**config.mk**
```make
export PLATFORM = sky130hd
export DESIGN_NAME = pv1000_ram_upload
export DESIGN_NICKNAME = d
export VERILOG_FILES = /design/src/rtl/pv1000_ram_upload.sv
export SDC_FILE = /design/constraint.sdc
export NUM_CORES = 1
export LEC_CHECK = 0
export ABC_AREA = 1
export CORE_MARGIN = 2
export CORE_UTILIZATION = 45
export DETAILED_ROUTE_END_ITERATION = 10
export PLACE_DENSITY = 0.83
export SETUP_SLACK_MARGIN = 0.4
export SYNTH_ARGS = -nofsm -noshare
export SYNTH_HDL_FRONTEND = slang
export SYNTH_SLANG_ARGS = --single-unit
```
**constraint.sdc**
```tcl
create_clock -name clk_sys -period 2.5 [get_ports clk_sys]
set_clock_uncertainty 0.2 [all_clocks]
set_input_delay 0.25 -clock clk_sys [delete_from_list [all_inputs] [get_ports clk_sys]]
set_output_delay 0.25 -clock clk_sys [all_outputs]
set_load 0.03 [all_outputs]
```
**src/rtl/pv1000_ram_upload.sv**
```systemverilog
// Upload responder for the PV-1000: serves hps_io ioctl_rd byte requests from the shared RAM.
// Optional feature macro: UPLOAD_CHECKSUM_EN appends a 16-bit byte sum at addresses SIZE and SIZE+1.
module pv1000_ram_upload #(
    parameter int          ADDR_W      = 16,
    parameter int          SIZE        = 65536,
    parameter int          RD_LAT      = 1,
    parameter logic [7:0]  FILL        = 8'hFF,
    parameter logic [23:0] ACK_TIMEOUT = 24'd5000000
) (
    input  logic              clk_sys,
    input  logic              reset,
    input  logic              save_trigger,
    output logic              upload_req,
    input  logic              ioctl_upload,
    input  logic              ioctl_rd,
    input  logic [24:0]       ioctl_addr,
    output logic [7:0]        ioctl_din,
    output logic              ioctl_wait,
    output logic [ADDR_W-1:0] mem_a,
    output logic              mem_rd,
    input  logic [7:0]        mem_q,
    output logic              busy
);

    typedef enum logic [2:0] {S_IDLE, S_REQ, S_ACK, S_ARMED, S_FETCH} state_t;
    typedef enum logic [1:0] {SRC_RAM, SRC_FILL, SRC_SUM_LO, SRC_SUM_HI} src_t;

    localparam logic [25:0] SIZE_W  = 26'(SIZE);
    localparam logic [1:0]  LAT_END = 2'(RD_LAT);

    state_t      state;
    src_t        src;
    src_t        addr_src;
    logic        trig_prev;
    logic [23:0] ack_cnt;
    logic [23:0] ack_nxt;
    logic [1:0]  lat_cnt;
    logic [25:0] addr_ext;
`ifdef UPLOAD_CHECKSUM_EN
    logic [15:0] sum;
`endif

    assign addr_ext = {1'b0, ioctl_addr};
    assign ack_nxt  = ack_cnt + 24'd1;

    always_comb begin
        addr_src = SRC_FILL;
        if (addr_ext < SIZE_W)
            addr_src = SRC_RAM;
`ifdef UPLOAD_CHECKSUM_EN
        else if (addr_ext == SIZE_W)
            addr_src = SRC_SUM_LO;
        else if (addr_ext == SIZE_W + 26'd1)
            addr_src = SRC_SUM_HI;
`endif
    end

    // The request itself stalls the HPS in the same cycle, before the FSM has reacted.
    assign ioctl_wait = ioctl_rd | (state == S_FETCH);
    assign upload_req = (state == S_REQ);
    assign busy       = (state != S_IDLE);

    always_ff @(posedge clk_sys) begin
        if (reset) begin
            state     <= S_IDLE;
            src       <= SRC_FILL;
            trig_prev <= 1'b1;  // a trigger held through reset is not an edge
            ack_cnt   <= '0;
            lat_cnt   <= '0;
            mem_rd    <= 1'b0;
            mem_a     <= '0;
            ioctl_din <= FILL;
`ifdef UPLOAD_CHECKSUM_EN
            sum       <= '0;
`endif
        end else begin
            trig_prev <= save_trigger;
            mem_rd    <= 1'b0;
            case (state)
                S_IDLE: begin
                    if (save_trigger && !trig_prev)
                        state <= S_REQ;
                end
                S_REQ: begin
                    ack_cnt <= '0;
                    state   <= S_ACK;
                end
                S_ACK: begin
                    if (ioctl_upload) begin
                        state <= S_ARMED;
`ifdef UPLOAD_CHECKSUM_EN
                        sum   <= '0;
`endif
                    end else begin
                        ack_cnt <= ack_nxt;
                        if (ack_nxt == ACK_TIMEOUT)
                            state <= S_IDLE;
                    end
                end
                S_ARMED: begin
                    if (!ioctl_upload) begin
                        state <= S_IDLE;
                    end else if (ioctl_rd) begin
                        src     <= addr_src;
                        lat_cnt <= '0;
                        state   <= S_FETCH;
                        if (addr_src == SRC_RAM) begin
                            mem_rd <= 1'b1;
                            mem_a  <= ioctl_addr[ADDR_W-1:0];
                        end
                    end
                end
                S_FETCH: begin
                    if (!ioctl_upload) begin
                        state <= S_IDLE;
                    end else if (lat_cnt == LAT_END) begin
                        // Every source waits out the RAM latency so delivery timing never depends on the address.
                        state <= S_ARMED;
                        case (src)
                            SRC_RAM: begin
                                ioctl_din <= mem_q;
`ifdef UPLOAD_CHECKSUM_EN
                                sum       <= sum + {8'd0, mem_q};
`endif
                            end
`ifdef UPLOAD_CHECKSUM_EN
                            SRC_SUM_LO: ioctl_din <= sum[7:0];
                            SRC_SUM_HI: ioctl_din <= sum[15:8];
`endif
                            default:    ioctl_din <= FILL;
                        endcase
                    end else begin
                        lat_cnt <= lat_cnt + 2'd1;
                    end
                end
                default: state <= S_IDLE;
            endcase
        end
    end

endmodule

```
Word level (Yosys, flattened, before mapping)
Cells that the tools add are included.
- register bits after elaboration: 57
- bits of input ports: 38
- add/subtract/negate cells: 2
- $lt $le $gt $ge: 1
- equality and inequality tests: 15
- mux-type cells: 18
- bitwise operators: 4
- reductions and logical operators: 15
- operators with widths (cell ; number):
    $pmux 24 s2 ; 1
    $lt 25x17->1 const B ; 1
    $add 24x1->24 const B ; 1
    $eq 24x23->1 const B ; 1
    $mux 24 ; 1
    $mux 3 ; 7
    $pmux 3 s5 ; 1
    $ne 2x2->1 const B ; 6
    $mux 2 ; 4
    $mux 8 ; 1
    $reduce_and 4->1 ; 2
    $eq 3x2->1 const B ; 2
    $ne 3x3->1 const B ; 2
    $reduce_and 3->1 ; 2
    $reduce_and 5->1 ; 1
    $logic_not 2->1 ; 2
    $pmux 2 s2 ; 1
    $reduce_bool 2->1 ; 2
    $reduce_or 4->1 ; 1
    $eq 3x1->1 const B ; 1
    $eq 3x3->1 const B ; 1
    $logic_not 3->1 ; 1
    $ne 3x2->1 const B ; 1
    $not 1->1 ; 3
    8 further kinds ; 9

Logic depth before layout (Yosys ltp)
Gate-level depths: netlist of the first run.
- word-level depth: 5
- gate-level depth with buffers: 16
- depth with buffers taken out: 16

Least setup slack after synthesis of the first run
Ideal clock, no wire load.
- path kind: register to register
- start: register state[0]
- end: register ack_cnt[16]
- library setup time: 0.128 ns
- arrival time: 1.830 ns
- path slack: 0.342 ns
- cell stages (with the launch flop): 9
- buffers on the path: 1
- path through: dfxtp_1 -> inv_1 -> nor3_1 -> inv_1 -> nand2_1 -> inv_1 -> buf_2 -> a2bb2oi_1 -> nor2_1
- word-level cells in the longest chain between the ends: 3
- RTL lines (what ; line ; RTL):
    start, declared ; 31 ; state_t state;
    start signal, assigned ; 65 ; state <= S_IDLE;
    start signal, assigned ; 82 ; state <= S_REQ;
    start signal, assigned ; 86 ; state <= S_ACK;
    $eq 3x1->1 (*) ; n/a ;
    named net upload_req ; 13 ; output logic upload_req,
    $reduce_bool 2->1 (no source line) ; n/a ;
    $reduce_and 2->1 (no source line) ; n/a ;
    end signal, assigned ; 95 ; ack_cnt <= ack_nxt;
    end, declared ; 35 ; logic [23:0] ack_cnt;
Mark *: on every way through the listed nets, which the timed path passes. The rest lies on a longest branch.
A chain may end at the register's enable or synchronous reset.

Worst setup path in the final report of the first run
- start: register ack_cnt[1]
- end: register state[1]
- word-level cells in the longest chain between the ends: 4
- RTL lines (what ; line ; RTL):
    $add 24x1->24 ; 44 ; assign ack_nxt = ack_cnt + 24'd1;
    $eq 24x23->1 ; 96 ; if (ack_nxt == ACK_TIMEOUT)
    $ne 3x3->1 (no source line) ; n/a ;
    $reduce_and 4->1 (no source line) ; n/a ;
    end signal, assigned ; 97 ; state <= S_IDLE;
    end signal, assigned ; 102 ; state <= S_IDLE;
    end signal, assigned ; 106 ; state <= S_FETCH;
Every way passes these cells.

==> flow_metrics.tcl, run 1 <==
set metrics [dict create \
    max_freq_mhz 480 \
    rsz0062_at_grt "true" \
    clk_latency_ns 0.30 \
    wl_per_cell_um 12.6 \
    grt_max_degree 24 \
    top_usage_layer "met2" \
    first_global_vias 2950 \
    ys_seq_elements 56 \
    relSlewSlack_pct 69.7 \
    final_cells 599 \
    critPathMaxFanout 6 \
    drv_slew 0 \
    cp_common_cell "nand2_1" \
    critPathCaptureType "flop" \
    numCtsBuffers 5 \
    areaGrowthSynthToFinish_pct 39.2 \
    drt_pass1_iterations 4 \
    startpoint_type "flop" \
    nets 563 \
    use_met2_pct 36.9 \
    syn_inst 444 \
    yosys_warnings 0 \
    hp-class "reg2reg" \
    numPortBuffers 65 \
    syn_nets 485 \
    placed_area_mm2 0.00361 \
    worst_setup_hold_path_clk_slew_ns 0.10 \
    die_w_um 83.9 \
    cp.required_ns 2.51 \
    finalSetupViolCount 0 \
    status "completed" \
    worstSetupPathType "reg2reg" \
    vias 3098 \
    max-cap-violations 0 \
    fin_util_pct 63.7 \
    fin_setup_tns_ns 0 \
    ys_top_cells_by_area "dfxtp_1 (39%), nand2_1 (17%), a21oi_1 (8.7%)" \
    hold_viol_final 0 \
    synth.avg_cell_area_um2 6.47 \
    rows 29 \
    max-vdd-ir-drop_v 0.000421 \
    tritoncts "yes" \
    ios 66 \
    drtIter0Drc 175 \
    ys_types 28 \
    die_y_um 83.9 \
    cp.arrival_ns 2.10 \
    gr-total-overflow 0 \
    met1_usage_pct 23.4 \
    max_slew.worst_pin.slew_ns 0.452 \
    synth-seq-area-share_pct 39.0 \
    drcViolationCount 0 \
    ant_nets 0 \
    wirelength_um 7540 \
    fillers 538 \
    groute.usage.overall_pct 20.4 \
    routed_via_density 5.17 \
    synth_top_cell_by_area "dfxtp_1" \
    cts_hold_buf 0 \
    critPathSlowestCell "dfxtp_4" \
    power_per_cell_area_mw_per_mm2 559 \
    n_antenna_cell 0 \
    coreArea_mm2 0.00628 \
    p_leak_nw 1.44 \
    fin_area_mm2 0.00400 \
    drive_gt1_share_pct 16.1 \
    grt_util_met3_pct 6.63 \
    synth_top_area_share_pct 39.0 \
    gp_congestion 0.903 \
    dp_hpwl_um 5180 \
    cts.sinks 56 \
    antenna_found_initial 0 \
    dieArea_mm2 0.00704 \
    cpPeakStageDelay_ns 0.41 \
    period_share_pct 83.3 \
    grt_first_pass_wirelength_um 12200 \
    netlist_area_mm2 0.00287 \
    crit_chain "nand2_2 > nor2_4 > nand2_4 > nor2_4 > nand2_1 > nand2_1 > nand2_1 > nor2_1 > nand2_1 > nor2_2 > nand2_1 > nand2_2 > nand3_1 > nand2_1 > inv_1" \
    initial_core_util_pct 45.8 \
    dp_cells 578 \
    clockRootBuffer "clkbuf_8" \
    period_minus_slack_ns 2.08 \
    clockBufferDepth 2 \
    h-tree-depth 2 \
]
## timing repair
item	4_1_cts	5_1_grt
endpoints found under the setup margin	5	27
resized for setup	14	46
setup buffers	2	11
pin swaps	1	18
gates cloned	1	0
## layout make-up
class / count / area, um2 / area share (%)
multi-input cells: 317 / 1610 / 40.1
inverters: 58 / 221 / 5.54
clock buffers: 5 / 68.8 / 1.72
repair buffers: 83 / 786 / 19.6
well taps: 77 / 96.3 / 2.41
flip-flops and latches: 56 / 1150 / 28.9
repair inverters: 1 / 7.51 / 0.188
clock inverters: 2 / 60.1 / 1.50
## where the power goes
group          internal, W  switching (W)
logic             0.000239       0.000361
clock network     0.000394       0.000285
registers         0.000917      0.0000390
total              0.00155       0.000686
## flip-flops by register name (all words and copies together), names as in the netlist
name and cells:
ack_cnt 24, ioctl_din 8, lat_cnt 2, mem_a 16, mem_rd 1, src 1
state 3, trig_prev 1
## stage by stage
step	total power, W	setup WS, ns	hold slack [ns]
final	0.00224	0.417	0.249
after global routing	0.00233	0.224	0.274
after CTS	0.00217	0.329	0.251
after detailed placement	0.00143	0.220	0.237
after global placement	0.00142	0.256	0.232
after floorplan	0.00127	0.569	0.157
## cell usage in the layout (no fill, tap or decap), drive strengths merged, types with 2 or more instances in the layout
cell type and instances:
nand2 134, clkdlybuf4s50 62, inv 57, dfxtp 56, a21oi 51, nor2 49, o21ai 30, nand3 21
buf 18, nand3b 6, nor3 6, nand4 5, clkbuf 5, or2 3, xnor2 3, ha 3
clkinvlp 2, xor2 2, bufinv 2, dlygate4sd2 2
## critical path: cells and delay by family, from the launching register on
kind	cells	cell delay, ns
flip-flops	1	0.41
AND/OR/NAND/NOR	14	1.37
buffers and inverters	1	0.03
## Yosys cell counts, drive strengths merged
| master | instances |
|---|---|
| nand2 | 134 |
| inv | 58 |
| dfxtp | 56 |
| a21oi | 51 |
| nor2 | 49 |
| o21ai | 30 |
| nand3 | 21 |
| clkbuf | 10 |
| nand3b | 6 |
| nor3 | 6 |
| nand4 | 5 |
| buf | 3 |
| ha | 3 |
| or2 | 3 |
| xnor2 | 3 |
| xor2 | 2 |
| a211oi | 1 |
| a2bb2oi | 1 |
| nor4 | 1 |
| o21bai | 1 |
## path summary, 6_finish.rpt
check / cells past startpoint / start / to / slack (ns)
setup / recovery: 15 / ack_cnt[1] / state[1] / 0.42
hold / removal: 2 / mem_a[13] / mem_a[13] / 0.25
setup reg to reg: 15 / ack_cnt[1] / state[1] / 0.42
hold reg to reg: 2 / mem_a[13] / mem_a[13] / 0.25
## kinds of logic (layout without fill, tap and decap cells)
kind of cell,count (synthesis),in the layout,synth area share (%)
AND/OR/NAND/NOR,225,225,33.3
AO/OA/AOI/OAI,84,84,15.1
buffers and inverters,71,149,9.58
flip-flops,56,56,39.0
XOR/XNOR,5,5,1.79
adder cells (fa/ha/maj),3,3,1.31
## per-layer routing
layer  vias up  part of all wire (%)
met3        13                   8.5
met2       112                    49
met5         -                     0
met4         0                   1.4
li1       1560                     -
met1      1413                    41
(Power assumes the default switching activity.)
==> inputs of run 2 (changes only) <==
==> constraint.sdc (replaced) <==
create_clock -name clk_sys -period 1.95 [get_ports clk_sys]
set_clock_uncertainty 0.2 [all_clocks]
set_input_delay 0.195 -clock clk_sys [delete_from_list [all_inputs] [get_ports clk_sys]]
set_output_delay 0.195 -clock clk_sys [all_outputs]
set_load 0.03 [all_outputs]
==> flow_metrics.tcl, run 2 (synthesis gave the netlist of run 1 again) <==
set metrics [dict create \
    cp.arrival_ns 2.09 \
    die_w_um 83.9 \
    hp-class "reg2reg" \
    final_cells 630 \
    max-vdd-ir-drop_v 0.000618 \
    drv_slew 0 \
    rsz0062_at_grt "true" \
    layout_setup_ws_ns -0.113 \
    max_slew.worst_pin.slew_ns 0.425 \
    die_y_um 83.9 \
    cpPeakStageDelay_ns 0.41 \
    cts.sinks 56 \
    critPathCaptureType "flop" \
    wl_per_cell_um 13.3 \
    placed_area_mm2 0.00391 \
    period_share_pct 106 \
    largest_reg_flops 24 \
    numPortBuffers 65 \
    clockRootBuffer "clkbuf_8" \
    groute.usage.overall_pct 22.6 \
    fin_area_mm2 0.00427 \
    worst_setup_hold_path_clk_slew_ns 0.11 \
    gr-total-overflow 0 \
    switching_share_pct 33.3 \
    p_switching_w 0.000971 \
    n_antenna_cell 0 \
    antenna_found_initial 0 \
    violations "setup timing" \
    cp.required_ns 1.98 \
    rows 29 \
    drt_pass1_iterations 5 \
    max-cap-violations 0 \
    critPathSlowestCell "dfxtp_4" \
    cp_common_cell "nor2_1" \
    fin_setup_tns_ns -0.197 \
    status "finished, violations left" \
    comb_power_share_pct 28.7 \
    grt_first_pass_wirelength_um 13300 \
    finalSetupViolCount 2 \
    p_leak_nw 1.67 \
    critPathMaxFanout 6 \
    largestRegisters "ack_cnt x24, mem_a x16, ioctl_din x8" \
    dp_hpwl_um 5530 \
    relSlewSlack_pct 71.4 \
    numCtsBuffers 5 \
    grt_max_degree 34 \
    pwr-share-seq_pct 42.8 \
    clockBufferDepth 2 \
    routed_via_density 5.05 \
    drtIter0Drc 258 \
    tritoncts "yes" \
    first_global_vias 3126 \
    power_per_cell_area_mw_per_mm2 681 \
    clk_latency_ns 0.32 \
    dieArea_mm2 0.00704 \
    startpoint_type "flop" \
    fillers 503 \
    drcViolationCount 0 \
    gp_congestion 0.869 \
    crit_family "simple AND/OR/NAND/NOR gates" \
    initial_core_util_pct 45.8 \
    h-tree-depth 2 \
    ios 66 \
    areaGrowthSynthToFinish_pct 48.7 \
    dp_cells 606 \
    worstSetupPathType "reg2reg" \
    hold_viol_final 0 \
    period_minus_slack_ns 2.06 \
    hold_slack_ns 0.250 \
    drive_gt1_share_pct 24.8 \
    top_register "ack_cnt" \
    coreArea_mm2 0.00628 \
    crit_chain "ha_4 > inv_2 > nor2_4 > nand2_2 > nor2_1 > xnor2_1 > nand3_1 > nor2_1 > nand2_1 > nand2_2 > nand3_1 > nand2_1 > nor2_1" \
    final_common_cell "nand2_1" \
    layout_common_cells "nand2_1 (111), inv_1 (52), a21oi_1 (47), buf_4 (47), dfxtp_1 (40)" \
    ant_nets 0 \
    max_freq_mhz 485 \
    nets 593 \
    cp_num_buf_inv 1 \
    vias 3181 \
    power.internal_w 0.00194 \
    wirelength_um 8360 \
    clkPwrFrac_pct 28.4 \
]
run 2: cell types whose count changed in the layout (fill, tap and decap cells not counted), sizes merged:
cell           previous run  this run
clkbuf                    5         7
inv                      57        60
dlymetal6s2s              1         0
clkinvlp                  2         0
clkdlybuf4s50            62        37
dlygate4sd2               2        25
buf                      18        49
clkdlybuf4s18             0         1
bufinv                    2         1
run 2: stage by stage:
step           total power, W  util (%)  setup WS (ns)
3_5_place_dp          0.00196      62.3        -0.0891
6_report              0.00291      68.1         -0.113
5_1_grt               0.00303      68.1         -0.279
2_1_floorplan         0.00168         -          0.160
4_1_cts               0.00276      65.4        -0.0352
3_3_place_gp          0.00194      62.3        -0.0412
run 2: worst paths after layout:
| check | from | slack [ns] | to | cells after the start |
|---|---|---|---|---|
| setup / recovery | ack_cnt[0] | -0.11 | state[0] | 13 |
| hold / removal | mem_a[11] | 0.25 | mem_a[11] | 2 |
| setup reg to reg | ack_cnt[0] | -0.11 | state[0] | 13 |
| hold reg to reg | mem_a[11] | 0.25 | mem_a[11] | 2 |
run 2: power groups by stage:
stage | Combinational [W] | Sequential (W) | Clock [W]
after floorplan | 0.000421 | 0.00125 | 0
after global placement | 0.000678 | 0.00126 | 0
after detailed placement | 0.000696 | 0.00126 | 0
after CTS | 0.000690 | 0.00124 | 0.000834
after global routing | 0.000905 | 0.00125 | 0.000872
final | 0.000837 | 0.00125 | 0.000827
run 2: worst reg2reg max path: stages, from the launching register on:
cell	delay, ns
dfxtp_4	0.41
ha_4	0.14
inv_2	0.04
nor2_4	0.16
nand2_2	0.08
nor2_1	0.13
xnor2_1	0.19
nand3_1	0.15
nor2_1	0.12
nand2_1	0.07
nand2_2	0.08
nand3_1	0.07
nand2_1	0.09
nor2_1	0.04
run 2: timing repair:
action                     in CTS  in global routing
resized for setup              54                 32
cloned                          0                  1
setup endpoints to repair      81                 58
setup buffers                   7                  8
pin swaps                      13                 13
hold buffers                    0                  0
run 2: layer usage:
metal	vias up	global-route usage (%)	part of all wire (%)	wire [um]
met5	-	0	0	0
met4	0	7.62	2.3	191
met3	22	5.24	7.5	625
met2	113	40.4	49	4120
met1	1422	26.5	41	3420
li1	1624	-	-	-
run 2: cell type report:
class	instances	area, um2	share of cell area (%)
Inverter	58	218	5.09
Clock buffer	5	68.8	1.61
Tap cell	77	96.3	2.25
Timing Repair Buffer	114	1010	23.7
Multi-Input combinational cell	317	1680	39.2
Sequential cell	56	1150	26.9
Clock inverter	3	50.0	1.17
